**src/rtl/multdiv_pkg.sv**
```systemverilog
// Shared types for the multdiv_param unit: FSM states, radix-4 Booth operations
// and the Booth recoding function.
package multdiv_pkg;

  typedef enum logic [2:0] {
    IDLE,
    MUL,
    DIV,
    FIX,
    DONE
  } stateT;

  typedef enum logic [2:0] {
    NOP,
    ADD1,
    ADD2,
    SUB1,
    SUB2
  } boothOpT;

  // Radix-4 recoding of {b[i+1], b[i], b[i-1]} into a multiple of the multiplicand.
  function automatic boothOpT boothDecode(input logic [2:0] bits);
    boothOpT op;
    case (bits)
      3'b001, 3'b010: op = ADD1;
      3'b011:         op = ADD2;
      3'b100:         op = SUB2;
      3'b101, 3'b110: op = SUB1;
      default:        op = NOP;
    endcase
    return op;
  endfunction

endpackage

```
**src/rtl/multdiv_if.sv**
```systemverilog
// Request/response bundle between the execute stage and the multiply/divide unit.
interface multdiv_if #(
  parameter int WIDTH = 32
);

  logic             ctrl_MULT;
  logic             ctrl_DIV;
  logic [WIDTH-1:0] data_operandA;
  logic [WIDTH-1:0] data_operandB;
  logic [WIDTH-1:0] data_result;
  logic             data_exception;
  logic             data_resultRDY;

  modport master (
    output ctrl_MULT, ctrl_DIV, data_operandA, data_operandB,
    input  data_result, data_exception, data_resultRDY
  );

  modport slave (
    input  ctrl_MULT, ctrl_DIV, data_operandA, data_operandB,
    output data_result, data_exception, data_resultRDY
  );

endinterface

```
**src/rtl/multdiv_booth_step.sv**
```systemverilog
// One radix-4 Booth iteration: add/subtract {0, A, 2A} into the upper part of the
// running product, then arithmetic shift right by two.
module multdiv_booth_step
  import multdiv_pkg::*;
#(
  parameter int WIDTH = 32
) (
  input  logic [2*WIDTH:0] prodIn,
  input  logic             prevBit,
  input  logic [WIDTH-1:0] mcand,
  output logic [2*WIDTH:0] prodOut
);

  boothOpT          op;
  logic [WIDTH+1:0] acc;
  logic [WIDTH+1:0] mcand1;
  logic [WIDTH+1:0] mcand2;
  logic [WIDTH+1:0] sum;

  // The sum is kept one bit wider than the accumulator because +-2*MIN can
  // briefly exceed WIDTH+1 signed bits before the shift brings it back in range.
  always_comb begin
    op     = boothDecode({prodIn[1:0], prevBit});
    acc    = {prodIn[2*WIDTH], prodIn[2*WIDTH:WIDTH]};
    mcand1 = {{2{mcand[WIDTH-1]}}, mcand};
    mcand2 = {mcand[WIDTH-1], mcand, 1'b0};
    case (op)
      ADD1:    sum = acc + mcand1;
      ADD2:    sum = acc + mcand2;
      SUB1:    sum = acc - mcand1;
      SUB2:    sum = acc - mcand2;
      default: sum = acc;
    endcase
    prodOut = {sum[WIDTH+1], sum, prodIn[WIDTH-1:2]};
  end

endmodule

```
**src/rtl/multdiv_param.sv**
```systemverilog
// Sequential signed multiply (radix-4 Booth) / divide (non-restoring) unit.
// Optional build macro MULTDIV_EARLY_OUT_EN finishes zero-operand cases after one step.
module multdiv_param
  import multdiv_pkg::*;
#(
  parameter int WIDTH = 32
) (
  input  logic     clock,
  input  logic     reset_n,
  multdiv_if.slave bus
);

  localparam int CntW = $clog2(WIDTH) + 1;

`ifdef MULTDIV_EARLY_OUT_EN
  localparam bit EarlyOut = 1'b1;
`else
  localparam bit EarlyOut = 1'b0;
`endif

  stateT            state;
  stateT            nextState;
  logic [2*WIDTH:0] prod;
  logic [2*WIDTH:0] boothNext;
  logic [2*WIDTH:0] divNext;
  logic [WIDTH-1:0] mcand;
  logic [WIDTH-1:0] absA;
  logic [WIDTH-1:0] absB;
  logic [WIDTH-1:0] quotMag;
  logic [WIDTH-1:0] quotSigned;
  logic [WIDTH-1:0] resultReg;
  logic [WIDTH:0]   divisorExt;
  logic [WIDTH:0]   remShift;
  logic [WIDTH:0]   remNew;
  logic [WIDTH:0]   remFix;
  logic [WIDTH:0]   mulHigh;
  logic [CntW-1:0]  cnt;
  logic             prevBit;
  logic             negQuot;
  logic             divZero;
  logic             zeroOp;
  logic             excReg;
  logic             lastMul;
  logic             lastDiv;
  logic             earlyDone;
  logic             mulOvf;
  logic             divOvf;

  multdiv_booth_step #(.WIDTH(WIDTH)) boothStep (
    .prodIn  (prod),
    .prevBit (prevBit),
    .mcand   (mcand),
    .prodOut (boothNext)
  );

  assign absA = bus.data_operandA[WIDTH-1] ? (~bus.data_operandA + 1'b1) : bus.data_operandA;
  assign absB = bus.data_operandB[WIDTH-1] ? (~bus.data_operandB + 1'b1) : bus.data_operandB;

  // Divider shares the product register: upper WIDTH+1 bits hold the partial
  // remainder, lower WIDTH bits shift the dividend out and the quotient in.
  assign divisorExt = {1'b0, mcand};
  assign remShift   = {prod[2*WIDTH-1:WIDTH], prod[WIDTH-1]};
  assign remNew     = prod[2*WIDTH] ? (remShift + divisorExt) : (remShift - divisorExt);
  assign divNext    = {remNew, prod[WIDTH-2:0], ~remNew[WIDTH]};
  assign remFix     = prod[2*WIDTH] ? (prod[2*WIDTH:WIDTH] + divisorExt) : prod[2*WIDTH:WIDTH];
  assign quotMag    = prod[WIDTH-1:0];
  assign quotSigned = negQuot ? (~quotMag + 1'b1) : quotMag;
  assign divOvf     = ~negQuot & quotMag[WIDTH-1];

  assign mulHigh   = boothNext[2*WIDTH-1:WIDTH-1];
  assign mulOvf    = ~((&mulHigh) | ~(|mulHigh));
  assign lastMul   = (cnt == CntW'(WIDTH/2 - 1));
  assign lastDiv   = (cnt == CntW'(WIDTH - 1));
  assign earlyDone = EarlyOut & zeroOp;

  assign bus.data_result    = resultReg;
  assign bus.data_exception = excReg;
  assign bus.data_resultRDY = (state == DONE);

  // State register; a reset mid-operation drops the operation without a ready pulse.
  always_ff @(posedge clock or negedge reset_n) begin
    if (!reset_n) begin
      state <= IDLE;
    end else begin
      state <= nextState;
    end
  end

  // A new start pre-empts whatever is in flight, with multiply taking priority.
  always_comb begin
    nextState = state;
    if (bus.ctrl_MULT) begin
      nextState = MUL;
    end else if (bus.ctrl_DIV) begin
      nextState = DIV;
    end else begin
      case (state)
        MUL:     if (earlyDone || lastMul) nextState = DONE;
        DIV:     if (earlyDone) nextState = DONE;
                 else if (lastDiv) nextState = FIX;
        FIX:     nextState = DONE;
        DONE:    nextState = IDLE;
        default: nextState = IDLE;
      endcase
    end
  end

  // Operand capture, iteration datapath and result/exception registers.
  always_ff @(posedge clock or negedge reset_n) begin
    if (!reset_n) begin
      prod      <= '0;
      mcand     <= '0;
      prevBit   <= 1'b0;
      cnt       <= '0;
      negQuot   <= 1'b0;
      divZero   <= 1'b0;
      zeroOp    <= 1'b0;
      resultReg <= '0;
      excReg    <= 1'b0;
    end else if (bus.ctrl_MULT) begin
      mcand     <= bus.data_operandA;
      prod      <= {{(WIDTH+1){1'b0}}, bus.data_operandB};
      prevBit   <= 1'b0;
      cnt       <= '0;
      negQuot   <= 1'b0;
      divZero   <= 1'b0;
      zeroOp    <= (bus.data_operandA == '0) || (bus.data_operandB == '0);
      resultReg <= '0;
      excReg    <= 1'b0;
    end else if (bus.ctrl_DIV) begin
      mcand     <= absB;
      prod      <= {{(WIDTH+1){1'b0}}, absA};
      prevBit   <= 1'b0;
      cnt       <= '0;
      negQuot   <= bus.data_operandA[WIDTH-1] ^ bus.data_operandB[WIDTH-1];
      divZero   <= (bus.data_operandB == '0);
      zeroOp    <= (bus.data_operandA == '0) || (bus.data_operandB == '0);
      resultReg <= '0;
      excReg    <= 1'b0;
    end else begin
      case (state)
        MUL: begin
          prod    <= boothNext;
          prevBit <= prod[1];
          cnt     <= cnt + 1'b1;
          if (!earlyDone && lastMul) begin
            resultReg <= boothNext[WIDTH-1:0];
            excReg    <= mulOvf;
          end
        end
        DIV: begin
          prod <= divNext;
          cnt  <= cnt + 1'b1;
          if (earlyDone) begin
            excReg <= divZero;
          end
        end
        FIX: begin
          prod      <= {remFix, prod[WIDTH-1:0]};
          resultReg <= divZero ? '0 : quotSigned;
          excReg    <= divZero | divOvf;
        end
        default: ;
      endcase
    end
  end

endmodule
```
**src/flat_wrapper.sv**
```systemverilog
// flat-port wrapper written by rule: the top's interface ports become plain ports
module multdiv_param_flat import multdiv_pkg::*;
#(
  parameter int WIDTH = 32
)
  (clock, reset_n, bus_ctrl_MULT, bus_ctrl_DIV, bus_data_operandA, bus_data_operandB, bus_data_result, bus_data_exception, bus_data_resultRDY);
  multdiv_if #(.WIDTH(WIDTH)) bus_i ();
  input  logic clock;
  input  logic reset_n;
  input wire logic [$bits(bus_i.ctrl_MULT)-1:0] bus_ctrl_MULT;
  input wire logic [$bits(bus_i.ctrl_DIV)-1:0] bus_ctrl_DIV;
  input wire logic [$bits(bus_i.data_operandA)-1:0] bus_data_operandA;
  input wire logic [$bits(bus_i.data_operandB)-1:0] bus_data_operandB;
  output wire logic [$bits(bus_i.data_result)-1:0] bus_data_result;
  output wire logic [$bits(bus_i.data_exception)-1:0] bus_data_exception;
  output wire logic [$bits(bus_i.data_resultRDY)-1:0] bus_data_resultRDY;
  assign bus_i.ctrl_MULT = bus_ctrl_MULT;
  assign bus_i.ctrl_DIV = bus_ctrl_DIV;
  assign bus_i.data_operandA = bus_data_operandA;
  assign bus_i.data_operandB = bus_data_operandB;
  assign bus_data_result = bus_i.data_result;
  assign bus_data_exception = bus_i.data_exception;
  assign bus_data_resultRDY = bus_i.data_resultRDY;
  multdiv_param #(.WIDTH(WIDTH)) u_core (.clock(clock), .reset_n(reset_n), .bus(bus_i));
endmodule
```
**config.mk**
```make
export PLATFORM = sky130hd
export DESIGN_NAME = multdiv_param_flat
export DESIGN_NICKNAME = d
export VERILOG_FILES = /design/src/rtl/multdiv_pkg.sv /design/src/rtl/multdiv_if.sv /design/src/rtl/multdiv_booth_step.sv /design/src/rtl/multdiv_param.sv /design/src/flat_wrapper.sv
export SDC_FILE = /design/constraint.sdc
export NUM_CORES = 1
export LEC_CHECK = 0
export CAP_MARGIN = 20
export CORE_MARGIN = 3
export CORE_UTILIZATION = 55
export CTS_CLUSTER_SIZE = 12
export DETAILED_ROUTE_END_ITERATION = 10
export GPL_TIMING_DRIVEN = 0
export MAX_ROUTING_LAYER = met4
export PLACE_DENSITY = 0.74
export SLEW_MARGIN = 40
export SYNTH_ARGS = -nofsm -noshare
export SYNTH_HDL_FRONTEND = slang
export SYNTH_SLANG_ARGS = --single-unit
export TNS_END_PERCENT = 50
```
**constraint.sdc**
```tcl
create_clock -name clock -period 6.5 [get_ports clock]
set_clock_uncertainty 0.05 [all_clocks]
set_input_delay 0.975 -clock clock [delete_from_list [all_inputs] [get_ports clock]]
set_output_delay 0.975 -clock clock [all_outputs]
set_load 0.005 [all_outputs]
```
## Word level (Yosys, flattened, before mapping)

Index checks and enable logic that the tools add are counted.

- Mux-type cells: 36
- Equality and inequality tests: 20
- Reductions and logical operators: 16
- $add $sub $neg: 11
- Bitwise gates (word level): 11

Operators by type and width:

| operator | count |
|---|---|
| $mux W32 | 9 |
| $pmux W65 S3 | 1 |
| $pmux W34 S4 | 1 |
| $mux W65 | 2 |
| $add A32 B1 Y32 const B | 3 |
| $not A32 Y32 | 3 |
| $add A33 B32 Y33 | 2 |
| $mux W33 | 2 |
| $pmux W32 S2 | 1 |
| $add A33 B32 Y34 | 1 |
| $add A33 B33 Y34 | 1 |
| $sub A33 B32 Y34 | 1 |
| $sub A33 B33 Y34 | 1 |
| $reduce_and A33 Y1 | 1 |
| $reduce_or A33 Y1 | 1 |
| $sub A33 B32 Y33 | 1 |
| $logic_not A32 Y1 | 1 |
| $eq A3 B2 Y1 const B | 6 |
| $mux W6 | 3 |
| $eq A3 B3 Y1 const B | 5 |
| $mux W3 | 4 |
| $ne A4 B3 Y1 const B | 3 |
| $pmux W3 S4 | 1 |
| $mux W1 | 10 |
| other kinds (17) | 30 |

- Flip-flop bits (word level): 142
- Output and inout port bits: 34
- Logic and storage cells: 105

## Logic depth before layout (Yosys ltp)

Gate-level depths: netlist (run 1).

- Depth in word-level cells: 13
- Gate-level depth with buffers: 23

## Modules after synthesis

A second synthesis (run 1) with hierarchy kept.

- Cells, all modules: 2,450
- Area total of the unflattened synthesis: 18,378.9 um^2

By module, submodules not included:

| module | area each (um^2) | cells an instance | instances |
|---|---|---|---|
| multdiv_param | 13,142.6 | 1,685 | 1 |
| multdiv_booth_step | 5,236.3 | 765 | 1 |

## Least setup slack after synthesis (run 1)

No wires, ideal clock.

- Path kind: register -> register
- Start: reg u_core.prod[0]
- End: reg u_core.excReg, in the netlist u_core.bus.data_exception
- Library setup time: 0.137 ns
- Period minus slack after synthesis: 5.869 ns
- Arrival: 5.682 ns
- Buffers on the path: 5
- Slack: 0.631 ns
- Cell stages (with the launch flop): 23
- Cell sequence: dfrtp_1 > buf_2 > xor2_2 > clkbuf_1 > clkbuf_1 > buf_1 > nand2_1 > clkbuf_1 > nor2_1 > a21oi_1 > fa_1 > a211oi_1 > o21ai_0 > nor2_1 > a221oi_2 > or4_1 > or4_1 > or4_1 > nor3_1 > nand4_1 > or4_1 > nor4b_2 > a31oi_1

- Cells in the longest elaborated chain, start to end: 13
- Elaborated cells on any way between the ends: 23
- Classes of those cells: 10 x eq/ne; 6 x mux; 3 x bitwise; 4 x reduce/logical

Ends and longest elaborated chain:

| item | line | text |
|---|---|---|
| from (decl) | multdiv_param.sv:23 | `logic [2*WIDTH:0] prod;` |
| from (signal assigned) | multdiv_param.sv:122 | `prod <= {{(WIDTH+1){1'b0}}, bus.data_operandB};` |
| from (signal assigned) | multdiv_param.sv:132 | `prod <= {{(WIDTH+1){1'b0}}, absA};` |
| from (signal assigned) | multdiv_param.sv:143 | `prod <= boothNext;` |
| $eq A3 B3 Y1 (tied with other cells) | multdiv_pkg.sv:24 | `case (bits)` |
| $reduce_or A2 Y1 | multdiv_pkg.sv:24 |  |
| $pmux W3 S4 * | multdiv_pkg.sv:24 |  |
| $eq A3 B3 Y1 (tied with other cells) | multdiv_booth_step.sv:27 | `case (op)` |
| $pmux W34 S4 * | multdiv_booth_step.sv:27 |  |
| $reduce_or A33 Y1 | multdiv_param.sv:71 | `assign mulOvf = ~((&mulHigh) \| ~(\|mulHigh));` |
| $not A1 Y1 | multdiv_param.sv:71 |  |
| $or A1 B1 Y1 * | multdiv_param.sv:71 |  |
| $not A1 Y1 * | multdiv_param.sv:71 |  |
| $mux W1 * | multdiv_param.sv:146 | `if (!earlyDone && lastMul) begin` |
| $pmux W1 S2 * | multdiv_param.sv:141 | `case (state)` |
| $mux W1 * | multdiv_param.sv:130 | `end else if (bus.ctrl_DIV) begin` |
| $mux W1 * | multdiv_param.sv:120 | `end else if (bus.ctrl_MULT) begin` |
| to (signal assigned) | multdiv_param.sv:148 | `excReg <= mulOvf;` |
| to (signal assigned) | multdiv_param.sv:155 | `excReg <= divZero;` |
| to (signal assigned) | multdiv_param.sv:161 | `excReg <= divZero \| divOvf;` |
| to (decl) | multdiv_param.sv:42 | `logic excReg;` |

Mark *: on every way between the ends. The rest lies on a longest branch, timed or not. The select of a mux whose other input is x is not followed.
A chain may end at the register's enable or synchronous reset.

## Worst setup path after layout (run 1)

Ends and elaborated chain as after synthesis.

==> metrics.txt, run 1 <==
CTS tree=yes; Max Freq=156.6 MHz; number of synthesis warnings=0; flop2flop setup slack=0.11 ns; Critical Path Sink=u_core.bus.data_exception$_DFFE_PN0P_; Clock Path Buffers=2; # rows=between 60 and 70; RSZ-0062 raised after global routing=yes; crit path kind=flop to flop; drt via density=6.771; FF-to-FF Start=u_core.prod[0]$_DFFE_PN0P_; final hold slack=0.2668 ns; clock-pin slew on the worst setup and hold paths=0.07 ns; post-synthesis sequential area ratio=19.40%; total core area=32700 um2; Die Width=188.5 um; Tmin final=6.386 ns; RR Endpoint=u_core.bus.data_exception$_DFFE_PN0P_; register bit total from synthesis=142; Final setup viols=0; setup_tns=0 ns; Max Cap Viol=0; # IOs=102; crit start category=flop; most frequent cells in the layout=279 x nor2_1, 232 x nand2_1, 216 x o21ai_0; WL/cell=24.44 um; CTS Root Cell=clkbuf_16; Layout Cells excl Fill=3078; CP arrival=6.61 ns; H-tree levels=4; worst-margin pin slew=0.9368 ns; routability cong.=1.048; Pins Over Slew Limit=0; most common cell after layout, fill and taps aside=nor2_1; layout cells sized above 1=4.630%; final period utilization=98.24%; worst skew pair latency=0.44 ns; maximum VDD drop=0.1668 mV; largest net degree at the start of global routing=70; final wirelength=roughly 75000 um; Die H=188.5 um; crit path from=u_core.prod[0]$_DFFE_PN0P_; critical path required time=a little under 7 ns; Hold Buf Count CTS=0; P per Cell Area=238.7 nW/um2; DRT Pass-1 Iters=8; HP Class=input port to async pin; Num CTS Buffers=17; final hold vios=0; die area=35520 um2; Syn Nets=2703; First DRT Iteration DRCs=between 2k and 2.5k; crit-path max FO=10; IO Port Bufs=~100; FFs w/ async S/R, synth=100.0%; Clock Sinks=142; ys flop type=dfrtp_1; Layout Nets=approximately 2.8k; antenna violations before repair=0; Layout area overhead=13.71%; Post-synth EDFFs=0; Worst Reg-to-Reg Cells=19; Final HPWL DP=between 50000 and 60000 um; mapped cell area=around 18000 um2; CP Capture Type=flop; drt drc=0; vias in the first global route=20.15k; all-layer global routing usage=42.21%; via count=20.84k; Cell variety after synth=85; syn_area_per_cell=7.334 um2; Final ANT Viol Nets=0; grt total ovfl=0; first-pass GRT wire length=113800 um; Initial Util=56.00%; status=complete, no violations; cells after synthesis=2497; placed cell count=3040; LEAKAGE=8.653 nW; relative max-transition margin=37.32%
cell families (layout without fill, tap and decap cells):
logic type / after synthesis / count (layout) / share of synthesized area [%]
flops: 142 / 142 / 19.40
other cells: 0 / 1 / 0
xor+xnor: 283 / 283 / 13.58
buf+inv: 232 / 370 / 4.906
simple gates: 835 / 835 / 21.42
fa+ha+maj: 138 / 138 / 9.593
mux: 20 / 20 / 1.120
compound gates: 847 / 847 / 29.98
through the flow:
| step | total power (W) | area (um2) | utilization [%] | worst slack [ns] |
|---|---|---|---|---|
| after CTS | 0.004831 | 20670 | 63.20 | 0.005619 |
| after global routing | 0.005232 | 20820 | 63.67 | -0.06440 |
| after global placement | 0.003681 | 19860 | 60.72 | -1.382 |
| after detailed placement | 0.003734 | 19930 | 60.94 | -1.434 |
| final | 0.004971 | 20820 | 63.67 | 0.1144 |
| after floorplan | 0.002925 | 18310 | - | 0.6305 |
worst min path at each step:
stage | startpoint | endpoint | slack, ns | depth (start not counted)
3_3_place_gp | u_core.bus.data_result[31]$_DFFE_PN0P_ | u_core.bus.data_result[31]$_DFFE_PN0P_ | 0.48 | 2
6_report | reset_n | u_core.prod[19]$_DFFE_PN0P_ | 0.27 | 1
5_1_grt | reset_n | u_core.prod[19]$_DFFE_PN0P_ | 0.26 | 1
3_5_place_dp | u_core.bus.data_result[22]$_DFFE_PN0P_ | u_core.bus.data_result[22]$_DFFE_PN0P_ | 0.48 | 2
4_1_cts | reset_n | u_core.prod[19]$_DFFE_PN0P_ | 0.26 | 1
2_1_floorplan | u_core.divZero$_DFFE_PN0N_ | u_core.divZero$_DFFE_PN0N_ | 0.45 | 2
critical path: stages (launching register included):
cell and delay, ns:
dfrtp_1 0.39, clkbuf_4 0.20, buf_8 0.19, nor3_1 0.30, clkbuf_2 0.30, clkbuf_2 0.33
nor2_1 0.09, xnor2_1 0.14, ha_1 0.25, or2_2 0.30, o221a_2 0.26, a21oi_1 0.42
a21oi_2 0.20, a221o_2 0.44, xnor2_1 0.16, a222oi_1 0.63, or4bb_1 0.52, or4_1 0.55
nor4b_2 0.31, a31oi_1 0.17
sequential cells by signal, summed over array words and instances, names as in the netlist:
name / count
u_core.state: 3
u_core.negQuot: 1
u_core.mcand: 32
u_core.prevBit: 1
u_core.prod: 65
u_core.bus.data_exception: 1
u_core.divZero: 1
u_core.bus.data_result: 32
u_core.cnt: 6
where the power goes:
group / switching (W) / internal, W / total, W
clock network: 0.000420 / 0.000644 / 0.00106
registers: 0.000121 / 0.000957 / 0.00108
logic: 0.00179 / 0.00104 / 0.00283
cells in the mapped netlist, drive strengths merged (18+ instances only):
cell type	number	area, um2
a31oi	19	118.9
buf	22	107.6
nor3	52	260.3
o31ai	34	255.2
inv	44	165.2
o21a	21	157.7
a21oi	214	1071
clkbuf	166	625.6
nand4	19	118.9
a211oi	58	435.4
xnor2	146	1279
nand2b	28	175.2
nand2	232	870.8
nor2	284	1066
a21o	54	405.4
or3	39	244.0
ha	134	1677
or4	18	135.1
and3	26	162.7
o21ai	220	1112
dfrtp	142	3553
nand3	45	225.2
a221oi	63	558.0
o211ai	27	202.7
xor2	137	1207
timing repair:
item                       in CTS  in global routing
resized for setup              27                 30
buffers inserted                3                  6
setup endpoints to repair      13                  4
pin swaps                       1                  5
cloned                          0                  0
layer usage:
metal	GRT usage, %	vias to the layer above	part of all wire [%]
met2	66.56	1316	45
met5	-	-	0
met4	28.01	0	7.9
met3	5.340	319	9.3
met1	50.77	9795	38
li1	-	9411	-
area by class of cell:
type | count | area (um2)
clock inverters | 13 | 187.7
plain buffers | 182 | 755.7
well taps | 442 | 553.0
multi-input cells | 2123 | 14040
inverters | 44 | 168.9
flip-flops and latches | 142 | 3553
fillers | 3012 | 11880
repair buffers | 112 | 1129
diodes | 1 | 2.502
clock buffers | 19 | 432.9
Power figures use the tool's default switching activity.
==> inputs of run 2 (changes only) <==
--- a/config.mk
+++ b/config.mk
@@ -8,8 +8,9 @@
 export CAP_MARGIN = 20
 export CORE_MARGIN = 3
 export CORE_UTILIZATION = 55
-export CTS_CLUSTER_SIZE = 12
+export CTS_CLUSTER_SIZE = 30
 export DETAILED_ROUTE_END_ITERATION = 10
+export GPL_ROUTABILITY_DRIVEN = 1
 export GPL_TIMING_DRIVEN = 0
 export MAX_ROUTING_LAYER = met4
 export PLACE_DENSITY = 0.74
==> results of run 2 <==
No change in the layout: final DEF, timing and power equal those of run 1.
